<file path="src/rtl/periph_uart_tx_sched.sv">
// ============================================================================
// periph_uart_tx_sched : byte FIFO drained into the UART data register in
// cycles the CPU leaves the peripheral port free.          Rev 1.0
// ============================================================================
`default_nettype none

module periph_uart_tx_sched #(
   parameter int         DEPTH     = 16,
   parameter logic [5:0] STAT_ADDR = 6'h09,
   parameter logic [5:0] DATA_ADDR = 6'h08,
   parameter int         IDLE_BIT  = 6,
   parameter int         POLL_GAP  = 8
) (
   input  logic                     clk,
   input  logic                     nrst,
   input  logic                     cpu_cs,
   input  logic                     cpu_oe,
   input  logic [3:0]               cpu_wstrb,
   input  logic [5:0]               cpu_addr,
   input  logic [31:0]              cpu_wdata,
   output logic [31:0]              cpu_rdata,
   input  logic                     tx_valid,
   input  logic [7:0]               tx_data,
   output logic                     tx_ready,
   output logic                     p_cs,
   output logic                     p_oe,
   output logic [3:0]               p_wstrb,
   output logic [5:0]               p_addr,
   output logic [31:0]              p_wdata,
   input  logic [31:0]              p_rdata,
   output logic [$clog2(DEPTH):0]   fifo_level,
   output logic                     busy
);

   localparam int AW = $clog2(DEPTH);
   localparam int LW = AW + 1;

   typedef enum logic [1:0] {
      ST_IDLE  = 2'd0,
      ST_POLL  = 2'd1,
      ST_WAIT  = 2'd2,
      ST_WRITE = 2'd3
   } state_t;

   state_t        state_q, state_d;
   logic [7:0]    gap_q, gap_d;
   logic [AW-1:0] wr_ptr_q, wr_ptr_d;
   logic [AW-1:0] rd_ptr_q, rd_ptr_d;
   logic [LW-1:0] level_q, level_d;
   logic [7:0]    mem_q [DEPTH];

   logic          push;
   logic          pop;
   logic          grant;
   logic          eng_cs;
   logic          eng_oe;
   logic [3:0]    eng_wstrb;
   logic [5:0]    eng_addr;
   logic [31:0]   eng_wdata;

   assign grant      = ~cpu_cs;
   assign tx_ready   = (level_q != LW'(DEPTH));
   assign push       = tx_valid & tx_ready;
   assign fifo_level = level_q;
   assign busy       = (level_q != '0) || (state_q != ST_IDLE);
   assign cpu_rdata  = p_rdata;

   always_comb begin
      wr_ptr_d = push ? wr_ptr_q + AW'(1) : wr_ptr_q;
      rd_ptr_d = pop  ? rd_ptr_q + AW'(1) : rd_ptr_q;
      level_d  = level_q + LW'(push) - LW'(pop);
   end

   always_comb begin
      state_d   = state_q;
      gap_d     = gap_q;
      pop       = 1'b0;
      eng_cs    = 1'b0;
      eng_oe    = 1'b0;
      eng_wstrb = 4'b0000;
      eng_addr  = 6'h00;
      eng_wdata = 32'h0;
      case (state_q)
         ST_IDLE: begin
            if (level_q != '0) state_d = ST_POLL;
         end
         ST_POLL: begin
            eng_cs   = 1'b1;
            eng_oe   = 1'b1;
            eng_addr = STAT_ADDR;
            if (grant) begin
               if (p_rdata[IDLE_BIT]) begin
                  state_d = ST_WRITE;
               end else if (POLL_GAP != 0) begin
                  gap_d   = 8'(POLL_GAP);
                  state_d = ST_WAIT;
               end
            end
         end
         ST_WAIT: begin
            gap_d = gap_q - 8'd1;
            if (gap_q <= 8'd1) state_d = ST_POLL;
         end
         ST_WRITE: begin
            eng_cs    = 1'b1;
            eng_wstrb = 4'b0001;
            eng_addr  = DATA_ADDR;
            eng_wdata = {24'h0, mem_q[rd_ptr_q]};
            if (grant) begin
               pop = 1'b1;
               // Level after this pop, counting a push landing on the same edge
               state_d = ((level_q > LW'(1)) || push) ? ST_POLL : ST_IDLE;
            end
         end
         default: state_d = ST_IDLE;
      endcase
   end

   always_comb begin
      if (cpu_cs) begin
         p_cs    = 1'b1;
         p_oe    = cpu_oe;
         p_wstrb = cpu_wstrb;
         p_addr  = cpu_addr;
         p_wdata = cpu_wdata;
      end else begin
         p_cs    = eng_cs;
         p_oe    = eng_oe;
         p_wstrb = eng_wstrb;
         p_addr  = eng_addr;
         p_wdata = eng_wdata;
      end
   end

   always_ff @(posedge clk) begin
      if (!nrst) begin
         state_q  <= ST_IDLE;
         gap_q    <= 8'd0;
         wr_ptr_q <= '0;
         rd_ptr_q <= '0;
         level_q  <= '0;
      end else begin
         state_q  <= state_d;
         gap_q    <= gap_d;
         wr_ptr_q <= wr_ptr_d;
         rd_ptr_q <= rd_ptr_d;
         level_q  <= level_d;
      end
   end

   // Storage needs no reset: occupancy is tracked by the pointers and level
   always_ff @(posedge clk) begin
      if (push) mem_q[wr_ptr_q] <= tx_data;
   end

endmodule

`default_nettype wire

</file>
<file path="config.mk">
export PLATFORM = sky130hd
export DESIGN_NAME = periph_uart_tx_sched
export DESIGN_NICKNAME = d
export VERILOG_FILES = /design/src/rtl/periph_uart_tx_sched.sv
export SDC_FILE = /design/constraint.sdc
export NUM_CORES = 1
export LEC_CHECK = 0
export BUFFER_PORTS_ARGS = -buffer_cell sky130_fd_sc_hd__buf_4
export CAP_MARGIN = 20
export CORE_MARGIN = 2
export CORE_UTILIZATION = 48
export DETAILED_ROUTE_END_ITERATION = 12
export PLACE_DENSITY = 0.78
export RECOVER_POWER = 25
export REMOVE_ABC_BUFFERS = 1
export SLEW_MARGIN = 20
export SYNTH_ARGS = -nofsm -noshare
export SYNTH_HDL_FRONTEND = slang
export SYNTH_SLANG_ARGS = --single-unit
</file>
<file path="constraint.sdc">
create_clock -name clk -period 3 [get_ports clk]
set_clock_uncertainty 0.15 [all_clocks]
set_input_delay 0.9 -clock clk [delete_from_list [all_inputs] [get_ports clk]]
set_output_delay 0.9 -clock clk [all_outputs]
set_load 0.02 [all_outputs]
</file>
=== After elaboration in Yosys (flattened, before gate mapping) ===
Memory sizes are Yosys's and may differ from the RTL's. A register that Yosys moved wholly into a read port is not among the register bits.
Index checks and enable logic that the tools add are counted.

* Flip-flop bits (word level): 23
* RAM bits: 128
* Input port bits: 87
* Word-level logic and storage cells: 58
* Memories: 1

{| class="wikitable"
|+ Memory list
! memory !! words !! width !! read ports !! clocked after Yosys merged registers in !! wr ports !! RTL line !! source
|-
| mem_q || 16 || 8 || 1 || 1 || 1 || 50 || <nowiki>logic [7:0] mem_q [DEPTH];</nowiki>
|}

* $add $sub $neg: 5
* Order comparisons: 2
* Equal/unequal tests: 9
* Mux-type cells: 26
* Bitwise logic cells: 1
* Reductions and logical operators: 9

{| class="wikitable"
|+ Operator list
! cell !! number
|-
| $mux W32 || 1
|-
| $mux W8 || 3
|-
| $pmux W8 S2 || 1
|-
| $mux W4 || 3
|-
| $mux W1 || 11
|-
| $ne A2 B2 Y1 const B || 5
|-
| $add A4 B1 Y4 const B || 2
|-
| $le A8 B1 Y1 const B || 1
|-
| $mux W2 || 4
|-
| $pmux W2 S4 || 1
|-
| $pmux W4 S2 || 1
|-
| $sub A8 B1 Y8 const B || 1
|-
| $mux W6 || 1
|-
| $add A5 B1 Y5 || 1
|-
| $gt A5 B1 Y1 const B || 1
|-
| $ne A5 B5 Y1 const B || 1
|-
| $reduce_bool A5 Y1 || 1
|-
| $sub A5 B1 Y5 || 1
|-
| $eq A2 B2 Y1 const B || 2
|-
| $reduce_and A4 Y1 || 1
|-
| $reduce_bool A2 Y1 || 2
|-
| $reduce_and A3 Y1 || 1
|-
| $eq A2 B1 Y1 const B || 1
|-
| $logic_not A2 Y1 || 1
|-
| 3 further kinds || 4
|}

=== Logic depth before layout (Yosys ltp) ===
* Word-level depth: 6
* Gate-level depth with buffers: 14

=== Worst setup path before layout ===
No wires, ideal clock.

* Path type: input-to-output
* Start point: input cpu_cs
* End point: output p_wdata[0]
* Arrival time: 2.070 ns
* Data required time: 1.950 ns
* Slack: -0.120 ns
* Cell stages on the path: 5
* Cells stage by stage: clkbuf_8 -> nand3b_1 -> inv_1 -> nand2_1 -> o21ai_0

* Word-level cells in the longest chain between the ends: 1

{| class="wikitable"
|+ Ends and longest elaborated chain
! element !! RTL line !! source
|-
| from (decl) || 16 || <nowiki>input logic cpu_cs,</nowiki>
|-
| $mux W32 || 120 || <nowiki>if (cpu_cs) begin</nowiki>
|-
| to (decl) || 29 || <nowiki>output logic [31:0] p_wdata,</nowiki>
|}

No other way between the ends.

==> key figures <==
Clock network
  – TritonCTS clock tree: done
  – CTS sink cnt: 155
  – Clock root cell: clkbuf_16
  – Cts bufs inserted: 17
  – Clock transition at the registers of the reported paths: 0.06 ns
  – Clock buffer depth: 2
  – Worst skew pair latency: 0.41 ns
  – H-tree levels: 4

Synth
  – Top FF cell, synth: edfxtp_1
  – Syn Area/Cell: 15.6 um^2
  – Post-synth EDFFs: 128
  – Syn. warnings: 0
  – Simple logic cell fraction of the synthesized area: 0.0928
  – Cells after Synth: 450
  – Sequential fraction of the synthesis area: 0.623
  – Synthesized area: 7040 um^2
  – Cell variety after synth: 48
  – Adder-cell share of the synthesized area: 0.0295
  – Mux share of post-synthesis cell area: 0.135
  – FFs w/ async S/R, synth: 0
  – Yosys reg bits: 155
  – Compound-cell area share of the yosys netlist: 0.0382
  – Post-synthesis xor/xnor area fraction: 0.0174
  – Largest family of logic cells by synthesized area: multiplexers

Detailed routing
  – Drt total wl: 14700 um
  – DRT antenna net count: 0
  – Vias per cell: 5.40
  – Routed via count: 4008
  – Drt pass-1 iters: 4
  – Residual DRC count: 0
  – DR WL/cell: 19.8 um
  – Iteration-0 DRC count of the detailed router: 411

Floorplanning
  – Full die area: 15600 um^2
  – IO Pins: 170
  – Chip height: 125 um
  – Placement Rows: 44
  – Core box area: 14400 um^2
  – Die Wd: 125 um
  – Initial core utilization: 0.488

Timing
  – Slew @ Worst Pin: 0.691 ns
  – Post-layout min period: 3.21 ns
  – Slack of the critical path: -0.209 ns
  – RSZ-0062 raised after global routing: true
  – Endpoints failing hold: 0
  – Max Freq: 0.312 GHz
  – Setup Viol. Count Final: 8
  – Setup TNS after final layout: -1.47 ns
  – Final critical-path share of the clock period: 1.07
  – Count of pins over their slew limit: 0
  – Slew margin rel.: 0.539
  – Hold slack: 0.356 ns

Finish
  – P&R area growth vs syn: 20.7%
  – Leading cell type in the layout, fill and taps excluded: edfxtp_1
  – Sequential Area: 4390 um^2
  – Multi-input gate area: 2230 um^2
  – Antenna diodes: 0
  – Nets: 648
  – Fillers: 1099
  – Commonest cells after routing, fill and taps aside: edfxtp_1, buf_4, and2_1, mux4_2, dfxtp_1
  – Layout cell share with drive strength beyond 1: 0.362

GRT
  – Met2 Use GR: 0.301
  – Grt met1 use: 0.251
  – Initial antenna violation count: 0
  – Gr busiest metal: met2
  – First-pass GRT wire length: 22500 um
  – GR Util All Layers: 0.191
  – Vias in the first global route: 4146
  – Remaining Overflow, GRT: 0
  – Largest net degree at the start of global routing: 47
  – GR Util met3: 0.0706

Placement
  – Post-DP HPWL: 9980 um
  – Final RePlAce weighted congestion: 0.851
  – IO Port Bufs: 107
  – Pre-CTS setup slack: -0.103 ns

Status
  – Outcome: finished with violations
  – Failing checks: setup timing

Power
  – Pwr/cell area: 680 nW/um^2
  – Peak supply drop: 0.000407 V
  – Leakage: 3.08 nW

Worst hold path
  – Worst hold path stage count: 2
  – HP Class: flop to flop

Critical path
  – Element type at the critical path end: output pin
  – Reg2reg path depth: 13
  – Required time of the critical path: 1.95 ns
  – Crit path DAT: 2.16 ns
  – CP startpoint kind: flop
  – Crit path kind: flop to output pin
  – Max FO, Critical Path: 6

Job
  – Maxcap violations: 0
## repair_timing
item,in CTS,in global routing
gates cloned,2,0
buffers inserted,4,0
pin swaps,8,0
gates resized for setup,36,7
hold buffers,0,0
endpoints found under the hold margin,0,0
endpoints found under the setup margin,8,8
## per-stage QoR
stage | util | power (mW) | area (um^2) | std cells
after global routing | 0.589 | 6.02 | 8490 | 742
after floorplan | - | 3.22 | 6640 | 398
after global placement | 0.543 | 3.58 | 7840 | 706
final | 0.589 | 5.78 | 8490 | 742
after CTS | 0.595 | 5.81 | 8580 | 744
after detailed placement | 0.543 | 3.65 | 7840 | 706
## synth_stat cells, types with 2 or more instances
cell,number,area share
nor2_1,11,0.0059
xor2_1,5,0.0062
buf_12,2,0.0057
nor3_1,5,0.0036
mux4_1,15,0.056
mux2i_1,8,0.011
buf_6,2,0.0032
clkbuf_2,2,0.0014
o21bai_1,2,0.0021
a22oi_1,8,0.0085
nor2b_1,5,0.0044
o2111ai_1,4,0.0050
ha_1,15,0.027
dfxtp_1,27,0.077
nor3b_1,2,0.0021
o31ai_1,2,0.0021
buf_2,3,0.0021
and2_1,59,0.052
clkbuf_1,8,0.0043
mux4_2,17,0.054
buf_4,32,0.034
nand3_1,2,0.0014
o21ai_1,3,0.0021
o21ai_0,7,0.0050
a21boi_0,2,0.0021
inv_1,14,0.0075
a21o_1,2,0.0021
edfxtp_1,128,0.55
nand2b_1,4,0.0036
a21oi_1,5,0.0036
mux2_2,8,0.013
nand2_1,14,0.0075
nand4_1,2,0.0018
xnor2_1,9,0.011
clkbuf_8,3,0.0059
## cell families after synthesis
group,Yosys count
compound gates,40
xor+xnor,14
fa+ha+maj,16
buf+inv,66
flops,155
mux,48
simple gates,111
## final timing paths
kind	start	end	slack, ns
worst max-delay path	flop	p_wdata[7]	-0.21
worst min-delay path	gap_q[6]	gap_q[6]	0.36
worst max register to register	fifo_level[2]	fifo_level[4]	0.17
worst min register to register	gap_q[6]	gap_q[6]	0.36
## flip-flops by register name (all words and copies together) (netlist names), named ones only
register,cells
wr_ptr_q,4
mem_q,128
state_q,2
rd_ptr_q,4
gap_q,8
fifo_level,5
## power breakdown
group	switching [mW]	internal, mW
clock	0.832	1.31
combinational	0.560	0.510
sequential	0.105	2.46
total	1.50	4.28
## worst max-delay path: stages, from the launching register on
cell,delay (ns)
dfxtp_4,0.40
buf_12,0.14
mux4_2,0.50
mux2_4,0.31
a22oi_2,0.12
o21ai_1,0.09
buf_4,0.17
## routing by layer
| metal | up-vias | share of wire |
|---|---|---|
| li1 | 1833 | - |
| met1 | 1977 | 0.41 |
| met2 | 187 | 0.48 |
| met3 | 11 | 0.095 |
| met4 | 0 | 0.0082 |
| met5 | - | 0 |
## final cells by class
class | count | area share
multi-input cells | 229 | 0.262
flip-flops and latches | 155 | 0.517
clock inverters | 14 | 0.0199
inverters | 14 | 0.00619
repair buffers | 128 | 0.117
well taps | 184 | 0.0271
clock buffers | 18 | 0.0505
No activity file was read; power rests on OpenSTA's default activity.
